$ cat config.mk
export PLATFORM = sky130hd
export DESIGN_NAME = fetch_ctrl
export DESIGN_NICKNAME = d
export VERILOG_FILES = /design/src/rtl/fetch_pkg.sv /design/src/rtl/fetch_ctrl.sv
export SDC_FILE = /design/constraint.sdc
export NUM_CORES = 1
export LEC_CHECK = 0
export CAP_MARGIN = 30
export CORE_MARGIN = 3
export CORE_UTILIZATION = 43
export CTS_CLUSTER_DIAMETER = 200
export DETAILED_ROUTE_END_ITERATION = 10
export PLACE_DENSITY = 0.8
export SETUP_SLACK_MARGIN = 0.02
export SYNTH_ARGS = -nofsm -noshare
export SYNTH_HDL_FRONTEND = slang
export SYNTH_SLANG_ARGS = --single-unit
$ cat constraint.sdc
create_clock -name clk -period 2.9 [get_ports clk]
set_input_delay 0.435 -clock clk [delete_from_list [all_inputs] [get_ports clk]]
set_output_delay 0.435 -clock clk [all_outputs]
set_load 0.05 [all_outputs]
$ cat src/rtl/fetch_pkg.sv
// Shared types and constants for the instruction fetch controller.
package fetch_pkg;

  localparam int unsigned XLEN       = 32;
  localparam int unsigned INST_BYTES = 4;

  localparam logic [XLEN-1:0] DEFAULT_RESET_PC = 32'h0000_0000;

  typedef enum logic [1:0] {
    IDLE,
    REQ,
    WAIT,
    HOLD
  } fetch_state_t;

endpackage

$ cat src/rtl/fetch_ctrl.sv
// Instruction fetch controller: one outstanding imem request, skid-free instruction hold.
// Optional misaligned-redirect trap enabled by defining FETCH_MISALIGN_TRAP_EN.
module fetch_ctrl
  import fetch_pkg::*;
#(
  parameter logic [XLEN-1:0] RESET_PC = DEFAULT_RESET_PC
) (
  input  logic            clk,
  input  logic            rst,
  output logic            imem_req_o,
  output logic [XLEN-1:0] imem_addr_o,
  input  logic            imem_gnt_i,
  input  logic            imem_rvalid_i,
  input  logic [XLEN-1:0] imem_rdata_i,
  input  logic            redirect_i,
  input  logic [XLEN-1:0] redirect_pc_i,
  output logic            inst_valid_o,
  output logic [XLEN-1:0] inst_o,
  output logic [XLEN-1:0] inst_pc_o,
  input  logic            inst_ready_i
`ifdef FETCH_MISALIGN_TRAP_EN
  ,
  output logic            misalign_o
`endif
);

  localparam logic [XLEN-1:0] ALIGN_MASK = XLEN'(INST_BYTES - 1);

  fetch_state_t    state_q, state_d;
  logic [XLEN-1:0] pc_q, pc_d;
  logic            kill_q, kill_d;
  logic            stale_q, stale_d;
  logic            req_q, req_d;
  logic [XLEN-1:0] addr_q, addr_d;
  logic            valid_q, valid_d;
  logic [XLEN-1:0] inst_q, inst_d;
  logic [XLEN-1:0] inst_pc_q, inst_pc_d;
  logic            owed;
  logic            granted;
  logic [XLEN-1:0] target;
`ifdef FETCH_MISALIGN_TRAP_EN
  logic            misalign_q, misalign_d;
  logic            park_q, park_d;
`endif

  // Next-state, pc and output computation.
  always_comb begin
    state_d   = state_q;
    pc_d      = pc_q;
    valid_d   = valid_q;
    inst_d    = inst_q;
    inst_pc_d = inst_pc_q;
`ifdef FETCH_MISALIGN_TRAP_EN
    misalign_d = 1'b0;
    park_d     = park_q;
    target     = redirect_pc_i;
`else
    target     = redirect_pc_i & ~ALIGN_MASK;
`endif
    // owed: a response beat is still due from a request we no longer want
    owed    = kill_q | stale_q;
    granted = req_q & imem_gnt_i;
    kill_d  = owed & ~imem_rvalid_i;
    // Beat owed across a reset is remembered so it can be dropped afterwards
    stale_d = rst ? (((owed | (state_q == WAIT)) & ~imem_rvalid_i) | granted) : 1'b0;

    unique case (state_q)
      IDLE: begin
`ifdef FETCH_MISALIGN_TRAP_EN
        if (!park_q) state_d = REQ;
`else
        state_d = REQ;
`endif
      end
      REQ: begin
        if (granted) state_d = WAIT;
      end
      WAIT: begin
        if (imem_rvalid_i && !owed) begin
          valid_d   = 1'b1;
          inst_d    = imem_rdata_i;
          inst_pc_d = pc_q;
          pc_d      = pc_q + XLEN'(INST_BYTES);
          state_d   = HOLD;
        end
      end
      HOLD: begin
        if (inst_ready_i) begin
          valid_d = 1'b0;
          state_d = REQ;
        end
      end
      default: state_d = IDLE;
    endcase

    // Redirect flushes everything; an in-flight or same-cycle-granted request is killed.
    if (redirect_i) begin
      valid_d = 1'b0;
      kill_d  = kill_d | ((state_q == WAIT) & ~imem_rvalid_i) | granted;
`ifdef FETCH_MISALIGN_TRAP_EN
      if ((redirect_pc_i & ALIGN_MASK) != '0) begin
        misalign_d = 1'b1;
        park_d     = 1'b1;
        state_d    = IDLE;
      end else begin
        park_d  = 1'b0;
        pc_d    = target;
        state_d = REQ;
      end
`else
      pc_d    = target;
      state_d = REQ;
`endif
    end

    req_d  = (state_d == REQ) & ~kill_d;
    addr_d = pc_d;
  end

  always_ff @(posedge clk) begin
    stale_q <= stale_d;
    if (rst) begin
      state_q   <= IDLE;
      pc_q      <= RESET_PC;
      kill_q    <= 1'b0;
      req_q     <= 1'b0;
      addr_q    <= RESET_PC;
      valid_q   <= 1'b0;
      inst_q    <= '0;
      inst_pc_q <= '0;
`ifdef FETCH_MISALIGN_TRAP_EN
      misalign_q <= 1'b0;
      park_q     <= 1'b0;
`endif
    end else begin
      state_q   <= state_d;
      pc_q      <= pc_d;
      kill_q    <= kill_d;
      req_q     <= req_d;
      addr_q    <= addr_d;
      valid_q   <= valid_d;
      inst_q    <= inst_d;
      inst_pc_q <= inst_pc_d;
`ifdef FETCH_MISALIGN_TRAP_EN
      misalign_q <= misalign_d;
      park_q     <= park_d;
`endif
    end
  end

  assign imem_req_o   = req_q;
  assign imem_addr_o  = addr_q;
  assign inst_valid_o = valid_q;
  assign inst_o       = inst_q;
  assign inst_pc_o    = inst_pc_q;
`ifdef FETCH_MISALIGN_TRAP_EN
  assign misalign_o   = misalign_q;
`endif

endmodule

Word-level counts from Yosys, hierarchy flattened
Index checks and enable logic that the tools add are counted.
{ "word_totals": {"ff_bits": 102, "word_cells": 50, "output_inout_bits": 98} }
{ "classes": {"muxes": 12, "bitwise_logic": 12, "add_sub_neg": 1, "n_eq_ne": 6, "n_reduce_logical": 10} }
{ "op_table": {"columns": ["op", "n"], "rows": [
  ["2-to-1 mux 32 bit", 3],
  ["adder 32 x 3 -> 32 bit (second input constant)", 1],
  ["2-to-1 mux 2 bit", 4],
  ["case mux 2 bit (4 select lines)", 1],
  ["nonzero test 2 bit", 3],
  ["bitwise AND 1 bit", 5],
  ["bitwise OR 1 bit", 5],
  ["equality test 2 x 1 -> 1 bit (second input constant)", 2],
  ["equality test 2 bit (second input constant)", 2],
  ["inequality test 2 bit (second input constant)", 2],
  ["AND reduction 2 bit", 2],
  ["2-to-1 mux 1 bit", 3],
  ["AND reduction 3 bit", 1],
  ["logical NOT 2 bit", 1],
  ["NOT 1 bit", 2],
  ["case mux 1 bit (2 select lines)", 1],
  ["OR reduction 2 bit", 1],
  ["logical AND 1 bit", 1],
  ["logical NOT 1 bit", 1]
]} }

Depth between registers and ports, before layout
{ "depth": {"ltp_word": 8, "depth_mapped": 7, "ltp_nobuf": 5} }

Worst setup path after synthesis
No wires, ideal clock.
{ "synth_timing": {"path_type": "register to register", "from": "register imem_addr_o[2] (netlist name)", "to": "register addr_q[18], in the netlist imem_addr_o[18]", "path_stages_with_launch": 7, "period_less_slack_ps": 2509, "arrival_ps": 2418, "setup_time_ps": 91, "t_required_ps": 2809, "slack_ps": 391, "path_cell_list": "dfxtp_1 ha_1 nand3b_1 or4_1 buf_2 or4_1 a311oi_1"} }
{ "synth_lines": {"columns": ["element", "line", "rtl"], "rows": [
  ["end signal: assignment", "fetch_ctrl.sv:140", "addr_q <= addr_d;"],
  ["end: declaration", "fetch_ctrl.sv:34", "logic [XLEN-1:0] addr_q, addr_d;"]
]} }

Worst setup path in the final report
{ "layout_timing": {"from": "input port imem_rvalid_i", "to": "register addr_q[18], in the netlist imem_addr_o[18]"} }
{ "layout_via": {"elab_chain_cells": 3} }
{ "layout_rtl": {"columns": ["element", "line", "rtl"], "rows": [
  ["start: declaration", "fetch_ctrl.sv:13", "input logic imem_rvalid_i,"],
  ["logical AND 1 bit", "fetch_ctrl.sv:79", "if (imem_rvalid_i && !owed) begin"],
  ["nonzero test 2 bit (no line)", null, null],
  ["AND reduction 2 bit (no line)", null, null]
]} }
No other way between the ends.
A chain may end at the register's enable or synchronous reset.

==> results.ini <==
[detailed_routing]
dr.first_iter.drc_count=227
drt_first_pass_iters=4
drc=0
viasPerCell=5.418
antenna_left=0
drt_wl_total_um=12470
detail_route.wl_per_cell_um=15.19
vias=4448

[synthesis]
synth.top_cells.by_count=149 x nand2_1, 98 x dfxtp_1, 68 x a21oi_1
netlist_area_um2=4197
synth.most_common_cell=nand2_1
postSynthAreaPerCell_um2=7.829
synth_cell_types=46
ys_seq_elements=98
synth-edff-count=0
yosysWarnings=0
synth_top_area_share_pct=46.75
synthArstFlopShare_pct=0
synth_cells=536
ys_seq_area_share_pct=46.75
synth_area_leaders=dfxtp_1 47%, nand2_1 13%, a21oi_1 8.1%
ys.flop_type=dfxtp_1
yosysTopAreaCell=dfxtp_1

[worst_setup_path]
endpoint_kind=flip-flop
critical-path-max-stage-delay_ns=0.53
cp_common_cell=or4_1
rr_endpoint=imem_addr_o[18]$_SDFFE_PP0P_
worstPathArrival_ns=2.86
timing.rr.start=imem_addr_o[2]$_SDFFE_PP0P_
rr_worst_depth=6
reg2reg_slack_ns=0.43
path_class=in2reg
crit_chain=clkdlybuf4s50_1 -> or3b_1 -> or4_1 -> buf_4 -> or4_1 -> a311oi_1
slowest_stage=or4_1
crit_fanout=15
cp_data_required_time_ns=3.17
start_kind=input port

[clock_tree]
insertion_delay_ns=0.36
cts.sinks=98
cts_setup_buffers=0
cts_root_buffer=clkbuf_8
clkTransAtPathRegs_ns=0.10
cts_hold_buf=0
cts_tree=done
cts_buffers=9
cts.repair.resized=0
h-tree-depth=3
clk_path_buf_depth=2

[worst_hold_path]
hp-start=inst_o[26]$_SDFFE_PP0P_
hold_depth=2
worstHoldEndpoint=inst_o[26]$_SDFFE_PP0P_
hp-class=reg2reg

[place]
place_congestion=0.8031
io_buffers=161
dp.final_hpwl_um=9083
placed_cells=805

[timing]
rsz0062_at_grt=false
setup_violations=0
finalCritPeriodShare_pct=89.21
period_minus_slack_ns=2.587
slew_viol_final=0
hold_violations=0
fmax_mhz=386.5
fin_skew_ns=0.01405
tightest_slew_ns=0.5934
slew_headroom_pct=60.44

[cells_and_area]
area_delta_synth_final_pct=46.81
stdcell_count=821
insertedDiodeCount=0
fin_nets=758
layout-drive-gt1-share_pct=5.202
nFillCells=833
ff_latch_area_um2=1962
multiInputGateArea_um2=2066

[die]
die_area_um2=10980
rows=35
die_w_um=104.8
io_pins=168
initial_core_util_pct=44.78
die_h_um=104.8
coreArea_um2=9371

[pwr]
ir_drop_mv=0.2653
power_mw=2.804
power_density_nw_per_um2=455.1
leakagePower_nw=2.032

[flow_run]
drv_cap=0

[global_routing]
track_usage_pct=22.35
antenna_found_initial=0
grt_max_degree=58
globalRoute.totalOverflow=0
grt_pass1_vias=4124
grt_pass1_wl_um=20370

[status]
status=finished, final reports clean

==> kinds of logic (layout without fill, tap and decap cells) <==
family,Yosys count,in the layout,synth area share [%]
fa+ha+maj,1,1,0.2981
other cells,1,4,0.08936
xor+xnor,6,6,1.252
simple gates,262,262,28.92
buf+inv,46,199,4.532
compound gates,122,122,18.16
flops,98,98,46.75
==> metrics by stage <==
stage          setup TNS [ns]  area, um^2  hold slack [ns]  utilization (%)  setup slack [ns]
2_1_floorplan               0        4208           0.5710                -            0.3910
5_1_grt                     0        6161           0.4789            65.74            0.1739
3_5_place_dp         -0.06002        5949           0.4480            63.48          -0.06002
4_1_cts                     0        6161           0.4612            65.74            0.3248
6_report                    0        6161           0.4574            65.74            0.3130
3_3_place_gp                0        5949           0.4409            63.48           0.01016
==> placed cells by master (no fill, tap or decap), types with 12 or more instances in the layout <==
master,instances
or4_1,14
dfxtp_1,98
a21oi_1,68
nor2_1,32
buf_4,15
clkdlybuf4s50_1,160
a311oi_1,13
nand2_1,148
nand4_1,12
==> worst max path at each step <==
stage                                     start                      endpoint  slack, ns
finish                            imem_rvalid_i  imem_addr_o[18]$_SDFFE_PP0P_       0.31
detailed placement                imem_rvalid_i  imem_addr_o[18]$_SDFFE_PP0P_      -0.06
global placement                  imem_rvalid_i  imem_addr_o[18]$_SDFFE_PP0P_       0.01
CTS                               imem_rvalid_i  imem_addr_o[18]$_SDFFE_PP0P_       0.32
floorplan           imem_addr_o[2]$_SDFFE_PP0P_  imem_addr_o[18]$_SDFFE_PP0P_       0.39
global route                      imem_rvalid_i  imem_addr_o[18]$_SDFFE_PP0P_       0.17
==> flip-flops by register name, summed over array words and instances (netlist names) <==
signal        count
inst_o           32
imem_req_o        1
imem_addr_o      30
state_q           2
inst_valid_o      1
inst_pc_o        30
kill_q            1
stale_q           1
==> report_power, final <==
group	switching, mW	leakage [nW]	total [mW]	internal (mW)
Sequential	0.0623	0.798	1.44	1.38
Clock	0.484	0.106	0.934	0.450
Combinational	0.241	1.13	0.425	0.185
==> cell type report <==
| type | instances | share of cell area, % |
|---|---|---|
| clock inverters | 5 | 0.9748 |
| multi-input cells | 395 | 33.53 |
| flip-flops and latches | 98 | 31.84 |
| inverters | 7 | 0.4265 |
| clock buffers | 11 | 2.457 |
| well taps | 129 | 2.620 |
| repair buffers | 176 | 28.15 |
==> critical path: cells and delay by family <==
kind,cells,cell delay (ns)
compound gates,1,0.27
simple gates,3,1.45
buf+inv,2,0.70
==> layer usage <==
| layer | routed length, um | vias to the layer above | track usage [%] |
|---|---|---|---|
| met2 | 5999 | 150 | 36.48 |
| li1 | - | 2191 | - |
| met5 | 0 | - | 0 |
| met1 | 5417 | 2090 | 29.29 |
| met3 | 842 | 17 | 4.509 |
| met4 | 210 | 0 | 8.060 |
(Power assumes the default switching activity.)
